===== config.mk =====
export PLATFORM = sky130hd
export DESIGN_NAME = delay_pipe_flat
export DESIGN_NICKNAME = d
export VERILOG_FILES = /design/src/rtl/delay_pipe_pkg.sv /design/src/rtl/delay_pipe_if.sv /design/src/rtl/delay_pipe_pipe_stage.sv /design/src/rtl/delay_pipe.sv /design/src/flat_wrapper.sv
export SDC_FILE = /design/constraint.sdc
export NUM_CORES = 1
export LEC_CHECK = 0
export BUFFER_PORTS_ARGS = -buffer_cell sky130_fd_sc_hd__buf_4
export CAP_MARGIN = 15
export CORE_MARGIN = 2
export CORE_UTILIZATION = 25
export DETAILED_ROUTE_END_ITERATION = 8
export GPL_TIMING_DRIVEN = 0
export PLACE_DENSITY_LB_ADDON = 0.25
export RECOVER_POWER = 25
export SLEW_MARGIN = 10
export SYNTH_ARGS = -nofsm -noshare
export SYNTH_HDL_FRONTEND = slang
export SYNTH_SLANG_ARGS = --single-unit

===== constraint.sdc =====
create_clock -name clk -period 3.1 [get_ports clk]
set_input_delay 0.31 -clock clk [delete_from_list [all_inputs] [get_ports clk]]
set_output_delay 0.31 -clock clk [all_outputs]
set_load 0.01 [all_outputs]

===== src/rtl/delay_pipe_pkg.sv =====
// Shared defaults and helpers for delay_pipe and the blocks that instantiate it.
package delay_pipe_pkg;

  localparam int DP_WIDTH = 8;
  localparam int DP_DEPTH = 4;

  // Bits needed to hold an occupancy value in 0..depth.
  function automatic int cnt_w(input int depth);
    return $clog2(depth + 1);
  endfunction

endpackage


===== src/rtl/delay_pipe_if.sv =====
// Valid/ready streaming bundle for delay_pipe: producer side, consumer side and occupancy.
interface delay_pipe_if
  import delay_pipe_pkg::*;
#(
  parameter int WIDTH = DP_WIDTH,
  parameter int DEPTH = DP_DEPTH
) ();

  localparam int CW = cnt_w(DEPTH);

  logic             in_valid;
  logic [WIDTH-1:0] in_data;
  logic             in_ready;
  logic             out_valid;
  logic [WIDTH-1:0] out_data;
  logic             out_ready;
  logic [CW-1:0]    count;

  modport master (
    output in_valid, in_data, out_ready,
    input  in_ready, out_valid, out_data, count
  );

  modport slave (
    input  in_valid, in_data, out_ready,
    output in_ready, out_valid, out_data, count
  );

endinterface


===== src/rtl/delay_pipe_pipe_stage.sv =====
// One elastic stage: valid bit plus data register with load enable and clear.
// DELAY_PIPE_RESET_DATA_EN gives the data register a reset to RESET_VAL.
module pipe_stage
  import delay_pipe_pkg::*;
#(
  parameter int               WIDTH     = DP_WIDTH,
  parameter logic [WIDTH-1:0] RESET_VAL = '0
) (
  input  logic             clk,
  input  logic             rst,
  input  logic             clr_i,
  input  logic             ld_i,
  input  logic             vld_i,
  input  logic [WIDTH-1:0] data_i,
  output logic             vld_o,
  output logic [WIDTH-1:0] data_o
);

  logic             vld_q, vld_d;
  logic [WIDTH-1:0] data_q;
  logic             data_en;

  always_comb begin
    vld_d = vld_q;
    if (clr_i)     vld_d = 1'b0;
    else if (ld_i) vld_d = vld_i;
  end

  // Data only moves with a real word so bubbles don't toggle the register.
  assign data_en = ld_i & vld_i & ~clr_i;

  always_ff @(posedge clk) begin
    if (rst) vld_q <= 1'b0;
    else     vld_q <= vld_d;
  end

`ifdef DELAY_PIPE_RESET_DATA_EN
  always_ff @(posedge clk) begin
    if (rst)          data_q <= RESET_VAL;
    else if (data_en) data_q <= data_i;
  end
`else
  always_ff @(posedge clk) begin
    if (!rst && data_en) data_q <= data_i;
  end
`endif

  assign vld_o  = vld_q;
  assign data_o = data_q;

endmodule


===== src/rtl/delay_pipe.sv =====
// Elastic DEPTH-stage register pipeline with bubble collapsing, flush and occupancy.
// Optional data reset: DELAY_PIPE_RESET_DATA_EN (handled in pipe_stage).
module delay_pipe
  import delay_pipe_pkg::*;
#(
  parameter int               WIDTH     = DP_WIDTH,
  parameter int               DEPTH     = DP_DEPTH,
  parameter logic [WIDTH-1:0] RESET_VAL = '0
) (
  input  logic         clk,
  input  logic         rst,
  input  logic         flush,
  delay_pipe_if.slave  bus
);

  localparam int CW = cnt_w(DEPTH);

  logic [DEPTH-1:0]            vld_q;
  logic [DEPTH-1:0][WIDTH-1:0] data_q;
  logic [DEPTH-1:0]            rdy;
  logic [CW-1:0]               cnt;

  // A stage may load if it or any stage downstream of it has a hole, or the sink takes.
  always_comb begin
    logic acc;
    acc = bus.out_ready;
    rdy = '0;
    for (int i = DEPTH-1; i >= 0; i--) begin
      acc    = acc | ~vld_q[i];
      rdy[i] = acc;
    end
  end

  for (genvar i = 0; i < DEPTH; i++) begin : g_stage
    logic             up_v;
    logic [WIDTH-1:0] up_d;
    if (i == 0) begin : g_head
      assign up_v = bus.in_valid;
      assign up_d = bus.in_data;
    end else begin : g_body
      assign up_v = vld_q[i-1];
      assign up_d = data_q[i-1];
    end
    pipe_stage #(.WIDTH(WIDTH), .RESET_VAL(RESET_VAL)) u_stage (
      .clk    (clk),
      .rst    (rst),
      .clr_i  (flush),
      .ld_i   (rdy[i]),
      .vld_i  (up_v),
      .data_i (up_d),
      .vld_o  (vld_q[i]),
      .data_o (data_q[i])
    );
  end

  always_comb begin
    cnt = '0;
    for (int i = 0; i < DEPTH; i++) cnt = cnt + CW'(vld_q[i]);
  end

  assign bus.in_ready  = rdy[0] & ~flush & ~rst;
  assign bus.out_valid = vld_q[DEPTH-1] & ~flush;
  assign bus.out_data  = data_q[DEPTH-1];
  assign bus.count     = cnt;

endmodule


===== src/flat_wrapper.sv =====
// flat-port wrapper written by rule: the top's interface ports become plain ports
module delay_pipe_flat import delay_pipe_pkg::*;
#(
  parameter int               WIDTH     = DP_WIDTH,
  parameter int               DEPTH     = DP_DEPTH,
  parameter logic [WIDTH-1:0] RESET_VAL = '0
)
  (clk, rst, flush, bus_in_valid, bus_in_data, bus_out_ready, bus_in_ready, bus_out_valid, bus_out_data, bus_count);
  delay_pipe_if #(.WIDTH(WIDTH), .DEPTH(DEPTH)) bus_i ();
  input  logic clk;
  input  logic rst;
  input  logic flush;
  input wire logic [$bits(bus_i.in_valid)-1:0] bus_in_valid;
  input wire logic [$bits(bus_i.in_data)-1:0] bus_in_data;
  input wire logic [$bits(bus_i.out_ready)-1:0] bus_out_ready;
  output wire logic [$bits(bus_i.in_ready)-1:0] bus_in_ready;
  output wire logic [$bits(bus_i.out_valid)-1:0] bus_out_valid;
  output wire logic [$bits(bus_i.out_data)-1:0] bus_out_data;
  output wire logic [$bits(bus_i.count)-1:0] bus_count;
  assign bus_i.in_valid = bus_in_valid;
  assign bus_i.in_data = bus_in_data;
  assign bus_i.out_ready = bus_out_ready;
  assign bus_in_ready = bus_i.in_ready;
  assign bus_out_valid = bus_i.out_valid;
  assign bus_out_data = bus_i.out_data;
  assign bus_count = bus_i.count;
  delay_pipe #(.WIDTH(WIDTH), .DEPTH(DEPTH), .RESET_VAL(RESET_VAL)) u_core (.clk(clk), .rst(rst), .flush(flush), .bus(bus_i));
endmodule

-- Word level (Yosys, flattened, before mapping)
Cells that the tools add are included.
- add/subtract/negate cells: 3
- bitwise gates (word level): 21
- reductions and logical operators: 6
- operator list (kind ; number):
    bitwise AND 1 bit ; 11
    adder 3 x 1 -> 3 bit ; 2
    NOT 1 bit ; 6
    logical AND 1 bit ; 4
    bitwise OR 1 bit ; 4
    adder 1 x 1 -> 2 bit ; 1
    OR reduction 2 bit ; 1
    zero test 1 bit ; 1
- bits in registers: 36
- input bits: 13
- output and inout port bits: 13

-- Longest topological paths before layout
Gate-level depths: netlist (run 1).
- depth after elaboration: 8
- mapped depth: 3
- depth with buffers taken out: 3

-- By module
A second synthesis (run 1) with hierarchy kept.
- cell total of the unflattened synthesis: 68
- area total of the unflattened synthesis: 1273.7 µm²
- by module, submodules not included (module ; instances ; cells each ; area an instance (µm²)):
    pipe_stage ; 4 ; 13 ; 287.8
    delay_pipe ; 1 ; 16 ; 122.6

-- Least setup slack after synthesis (run 1)
No wires, ideal clock.
- kind: reg-to-output
- start: reg u_core.g_stage[1].u_stage.vld_q
- end: out bus_count[1]
- arrival time: 1288 ps
- path slack: 1502 ps
- stages on the path, launching flop included: 4
- path buffers: 0
- path through: dfxtp_1 ha_1 fa_1 ha_1
- cells in the longest elaborated chain, start to end: 3
- RTL lines (what ; line ; text):
    start, declared ; delay_pipe_pipe_stage.sv:19 ; logic vld_q, vld_d;
    start signal, assigned ; delay_pipe_pipe_stage.sv:34 ; else vld_q <= vld_d;
    adder 1 x 1 -> 2 bit ; delay_pipe.sv:58 ; for (int i = 0; i < DEPTH; i++) cnt = cnt + CW'(vld_q[i]);
    adder 3 x 1 -> 3 bit (2 in a row) ; delay_pipe.sv:58 ;
    end, declared ; flat_wrapper.sv:19 ; output wire logic [$bits(bus_i.count)-1:0] bus_count;
No other way between the ends.

-- Worst setup path in the final report (run 1)
- start: reg u_core.g_stage[0].u_stage.vld_q
- end: out bus_count[1]
- cells in the longest elaborated chain, start to end: 3
- RTL lines (what ; line):
    start, declared ; delay_pipe_pipe_stage.sv:19
    start signal, assigned ; delay_pipe_pipe_stage.sv:34
    adder 1 x 1 -> 2 bit ; delay_pipe.sv:58
    adder 3 x 1 -> 3 bit (2 in a row) ; delay_pipe.sv:58
No other way between the ends.

==> results.py, run 1 <==
metrics = {
    "critical_path": {
        "worstPathArrival_ns": 1.74,
        "crit_type": "register to primary output",
        "rr_startpoint": "u_core.g_stage[2].u_stage.vld_o",
        "r2r_setup_slack_ns": 1.77,
        "start_kind": "register",
        "reg2reg_to": "u_core.g_stage[0].u_stage.data_o[1]",
        "endpoint_kind": "primary output",
        "cp-endpoint": "bus_count[1]",
        "required_ns": 2.79,
        "critPathLaunch": "u_core.g_stage[0].u_stage.vld_o",
        "ff2ff_path_depth": 2,
        "crit_path_max_fanout": 5,
    },
    "job": {
        "cap_violations": 0,
    },
    "cts": {
        "clock_latency_ns": 0.28,
        "cts.sinks": 36,
        "cts_resized": 0,
        "cts_buffers": 5,
        "postCtsSetupBuffers": 0,
        "cts_hold_buf": 0,
        "clock-root-buffer": "clkbuf_8",
        "cts.path.max_buffers": 2,
        "htree_levels": 2,
        "clkTransAtPathRegs_ns": 0.06,
        "cts_tree": "done",
    },
    "global_route": {
        "grt_max_degree": 12,
        "grt_usage_pct": 7.26,
        "grt-ovfl-total": 0,
        "first_global_vias": 630,
        "grt_pass1_wl_um": 2790,
        "antenna_found_initial": 0,
    },
    "placement": {
        "placed_cell_area_um2": 1470,
        "place.gp.congestion": 0.719,
        "place_ws_ns": 1.36,
        "hpwl_um": 1180,
        "post-place-cells": 137,
        "port_buffers": 25,
    },
    "pwr": {
        "power_leakage_uw": 0.000578,
        "power_density_nw_per_um2": 598,
        "vdd_drop_max_mv": 0.151,
        "p_total_uw": 945,
    },
    "status": {
        "status": "completed",
    },
    "min_path": {
        "hold_class": "input port to register",
        "hold_depth": 1,
    },
    "timing": {
        "fmax_ghz": 0.487,
        "period_share_pct": 66.2,
        "rsz0062_at_grt": "false",
        "clock_skew_ns": 0.00169,
        "fin_setup_tns_ns": 0,
        "slew_headroom_pct": 71.1,
        "hold_viol_final": 0,
        "worst_pin_slew_ns": 0.433,
        "finalMaxSlewViolations": 0,
        "post-route-min-period_ns": 2.05,
        "setup_ws_ns": 1.05,
        "setup_violations": 0,
    },
    "floorplanning": {
        "dieArea_um2": 5440,
        "start_util_pct": 25.9,
        "io_pins": 26,
        "die_height_um": 73.7,
        "die_w_um": 73.7,
        "core_um2": 4690,
        "row_count": 25,
    },
    "synthesis": {
        "synth_fp_nets": 74,
        "synth_area_per_cell_um2": 21.0,
        "synth_cell_types": 17,
        "ys_ff_latch": 36,
        "synth_area_um2": 1220,
        "yosysWarnings": 0,
        "ys_seq_area_share_pct": 85.6,
        "syn_inst": 58,
    },
    "finish": {
        "area_delta_synth_final_pct": 29.8,
        "final_cell_area_um2": 1580,
        "insertedDiodeCount": 0,
        "final_common_cell": "edfxtp_1",
        "layout-drive-gt1-share_pct": 37.4,
        "fin_nets": 106,
        "instances_no_fill": 145,
        "most-common-layout-cells": "edfxtp_1, buf_4, clkbuf_4",
    },
    "routing": {
        "wire_per_inst_um": 11.3,
        "ant_nets": 0,
        "vias": 603,
        "drc": 0,
        "drt_first_pass_iters": 3,
        "vias_per_cell": 4.16,
        "drt-initial-drc-count": 14,
        "drt-total-wl_um": 1640,
    },
}
==> per-stage QoR <==
stage	utilization [%]	hold slack [ns]
after floorplan	-	0.400
after global placement	31.4	0.406
after detailed placement	31.4	0.405
after CTS	33.7	0.193
after global routing	33.7	0.212
final	33.7	0.225
==> metal layers <==
layer  track usage, %  wire length, µm  vias to the layer above
li1                 -                -                      288
met1             7.02              609                      287
met2             12.0              867                       20
met3             2.06               85                        8
met4             7.27               80                        0
met5                0                0                        -
==> cell families after synthesis <==
group | after synthesis | share of synthesized area (%)
AOI/OAI and AO/OA | 6 | 3.91
buffers and inverters | 3 | 0.926
DFF | 36 | 85.6
and+or+nand+nor | 10 | 5.87
adders and majority gates | 3 | 3.70
==> worst max-delay path, cell delays in order (launching register included) <==
cell and delay [ns]:
dfxtp_1 0.41, ha_1 0.28, fa_1 0.36, ha_1 0.27, buf_4 0.14
==> final cells by class <==
| type | count | area (µm²) |
|---|---|---|
| multi-input combinational | 19 | 164 |
| inverter | 3 | 11.3 |
| clock inverter | 2 | 35.0 |
| clock buffer | 6 | 72.6 |
| sequential | 36 | 1040 |
| timing repair buffer | 25 | 188 |
| tap | 54 | 67.6 |
| fill | 479 | 3110 |
==> flip-flops by register name (all words and copies together) (netlist names) <==
signal,count
u_core.g_stage.u_stage.data_o,32
u_core.g_stage.u_stage.vld_o,4
==> synthesized netlist by cell type (all sizes together) <==
master | n | share of area (%)
and4b | 1 | 0.82
fa | 1 | 1.6
a21boi | 4 | 2.5
and3 | 3 | 1.6
or3b | 1 | 0.72
nand3b | 1 | 0.62
nand4b | 1 | 0.72
inv | 3 | 0.93
edfxtp | 32 | 79
nor2b | 1 | 0.51
nor2 | 1 | 0.31
a21oi | 1 | 0.72
dfxtp | 4 | 6.6
ha | 2 | 2.1
nand2b | 1 | 0.51
o41ai | 1 | 0.72
==> where the power goes <==
part	total, µW	internal [µW]	switching [µW]
registers	534	531	2.48
logic	24.1	14.3	9.88
clock network	387	238	149
==> worst min path at each step <==
stage                                          end  slack (ns)                                 from
2_1_floorplan  u_core.g_stage[1].u_stage.data_o[0]        0.40  u_core.g_stage[0].u_stage.data_o[0]
3_3_place_gp   u_core.g_stage[1].u_stage.data_o[6]        0.41  u_core.g_stage[0].u_stage.data_o[6]
3_5_place_dp   u_core.g_stage[2].u_stage.data_o[7]        0.41  u_core.g_stage[1].u_stage.data_o[7]
4_1_cts        u_core.g_stage[0].u_stage.data_o[7]        0.19                       bus_in_data[7]
5_1_grt        u_core.g_stage[0].u_stage.data_o[6]        0.21                       bus_in_data[6]
6_report       u_core.g_stage[0].u_stage.data_o[7]        0.23                       bus_in_data[7]
(Power assumes the default switching activity.)
==> run 2: changes to the inputs <==
==> constraint.sdc (replaced) <==
create_clock -name clk -period 1.9 [get_ports clk]
set_input_delay 0.19 -clock clk [delete_from_list [all_inputs] [get_ports clk]]
set_output_delay 0.19 -clock clk [all_outputs]
set_load 0.01 [all_outputs]
==> run 2 against run 1 <==
Critical path depth stayed put. Routed wire length is 0.24% higher. Worst hold slack worse by 0.12 ns. Sequential cell count stayed put. Cell count stayed put. Non-clock buffer count stayed put. Register-to-register slack worse by 1.2 ns. Count of clock-buffer cells in the layout stayed put. First-iteration DRC count is 14% higher. Worst setup slack worse by 0.99 ns.
==> results.py, run 2 (synthesized netlist as in run 1, its figures left out) <==
metrics = {
    "critical_path": {
        "endpoint_kind": "primary output",
        "rr_startpoint": "u_core.g_stage[2].u_stage.vld_o",
        "critPathLaunch": "u_core.g_stage[0].u_stage.vld_o",
        "required_ns": 1.71,
        "crit_type": "register to primary output",
        "crit_path_max_fanout": 5,
        "start_kind": "register",
        "worstPathArrival_ns": 1.65,
    },
    "routing": {
        "drt_first_pass_iters": 3,
        "drt-initial-drc-count": 16,
        "drc": 0,
        "drt-total-wl_um": 1650,
        "wire_per_inst_um": 11.4,
        "vias_per_cell": 4.12,
        "vias": 597,
        "ant_nets": 0,
    },
    "cts": {
        "clkTransAtPathRegs_ns": 0.06,
        "clock_latency_ns": 0.28,
        "cts_buffers": 5,
        "clock-root-buffer": "clkbuf_8",
        "cts.path.max_buffers": 2,
        "cts.sinks": 36,
        "cts_hold_buf": 0,
        "cts_tree": "done",
        "htree_levels": 2,
        "postCtsSetupBuffers": 0,
    },
    "floorplanning": {
        "io_pins": 26,
        "die_height_um": 73.7,
        "row_count": 25,
        "dieArea_um2": 5440,
        "core_um2": 4690,
        "start_util_pct": 25.9,
        "die_w_um": 73.7,
    },
    "status": {
        "status": "completed",
    },
    "pwr": {
        "power_leakage_uw": 0.000576,
        "power_frac_clock_pct": 41.0,
        "p_sw_uw": 265,
        "switching_share_pct": 17.1,
        "internal_power_uw": 1280,
        "power_density_nw_per_um2": 969,
        "power.share.sequential_pct": 56.4,
        "p_comb_share_pct": 2.6,
        "vdd_drop_max_mv": 0.248,
    },
    "global_route": {
        "antenna_found_initial": 0,
        "grt_max_degree": 12,
        "grt-ovfl-total": 0,
        "first_global_vias": 631,
        "grt_pass1_wl_um": 2800,
        "grt_usage_pct": 7.29,
    },
    "job": {
        "cap_violations": 0,
    },
    "finish": {
        "fin_nets": 106,
        "final_util_pct": 34.0,
        "most-common-layout-cells": "edfxtp_1, buf_4, clkbuf_4",
        "final_common_cell": "edfxtp_1",
        "final_cell_area_um2": 1590,
        "layout-drive-gt1-share_pct": 40.7,
        "largest_register_ffs": 32,
        "area_delta_synth_final_pct": 31.1,
        "insertedDiodeCount": 0,
    },
    "timing": {
        "rsz0062_at_grt": "false",
        "clock_skew_ns": 0.00191,
        "period_share_pct": 96.7,
        "setup_violations": 0,
        "worst_pin_slew_ns": 0.431,
        "holdWs_ns": 0.105,
        "finalMaxSlewViolations": 0,
        "slew_headroom_pct": 71.3,
        "fmax_ghz": 0.544,
        "hold_viol_final": 0,
        "fin_setup_tns_ns": 0,
        "post-route-min-period_ns": 1.84,
    },
    "min_path": {
        "hold_class": "input port to register",
        "hold_start": "bus_in_data[7]",
    },
    "placement": {
        "hpwl_um": 1180,
        "place.gp.congestion": 0.719,
        "placed_cell_area_um2": 1470,
        "port_buffers": 25,
    },
}
==> run 2: cell type report <==
type                       instances  area, µm²
timing repair buffer              25        188
clock inverter                     2       35.0
clock buffer                       6       72.6
inverter                           3       11.3
multi-input combinational         19        176
fill                             479       3100
tap                               54       67.6
sequential                        36       1040
==> run 2: through the flow <==
stage,instances,setup slack (ns),power [µW]
2_1_floorplan,58,0.422,900
3_3_place_gp,137,0.298,926
3_5_place_dp,137,0.276,928
4_1_cts,145,0.0432,1570
5_1_grt,145,0.0125,1600
6_report,145,0.0625,1540
==> run 2: power by group through the flow <==
| stage | combinational, µW | clock [µW] | sequential [µW] |
|---|---|---|---|
| final | 39.8 | 633 | 871 |
| after global routing | 44.0 | 689 | 872 |
| after CTS | 41.5 | 658 | 871 |
| after detailed placement | 40.3 | 0 | 888 |
| after global placement | 38.8 | 0 | 887 |
| after floorplan | 13.1 | 0 | 886 |
==> run 2: repair_timing <==
| action | in CTS | in global routing |
|---|---|---|
| setup endpoints to repair | 1 | 0 |
| gates resized for setup | 3 | 0 |
| hold endpoints to repair | 0 | 0 |
==> run 2: critical path, cell delays in order, from the launching register on <==
cell and delay (ns):
dfxtp_2 0.38, ha_4 0.21, fa_1 0.35, ha_1 0.27, buf_4 0.14
==> run 2: path summary, 6_finish.rpt <==
kind / end / slack (ns) / depth (start not counted)
max: bus_count[1] / 0.06 / 4
min: u_core.g_stage[0].u_stage.data_o[7] / 0.11 / 1
max reg2reg: u_core.g_stage[0].u_stage.data_o[2] / 0.57 / 2
min reg2reg: u_core.g_stage[2].u_stage.data_o[7] / 0.42 / 0
==> run 2: layer usage <==
layer	global-route usage (%)	routed length, µm
met1	7.11	609
met4	7.27	80
met5	0	0
met2	12.0	869
met3	2.06	89
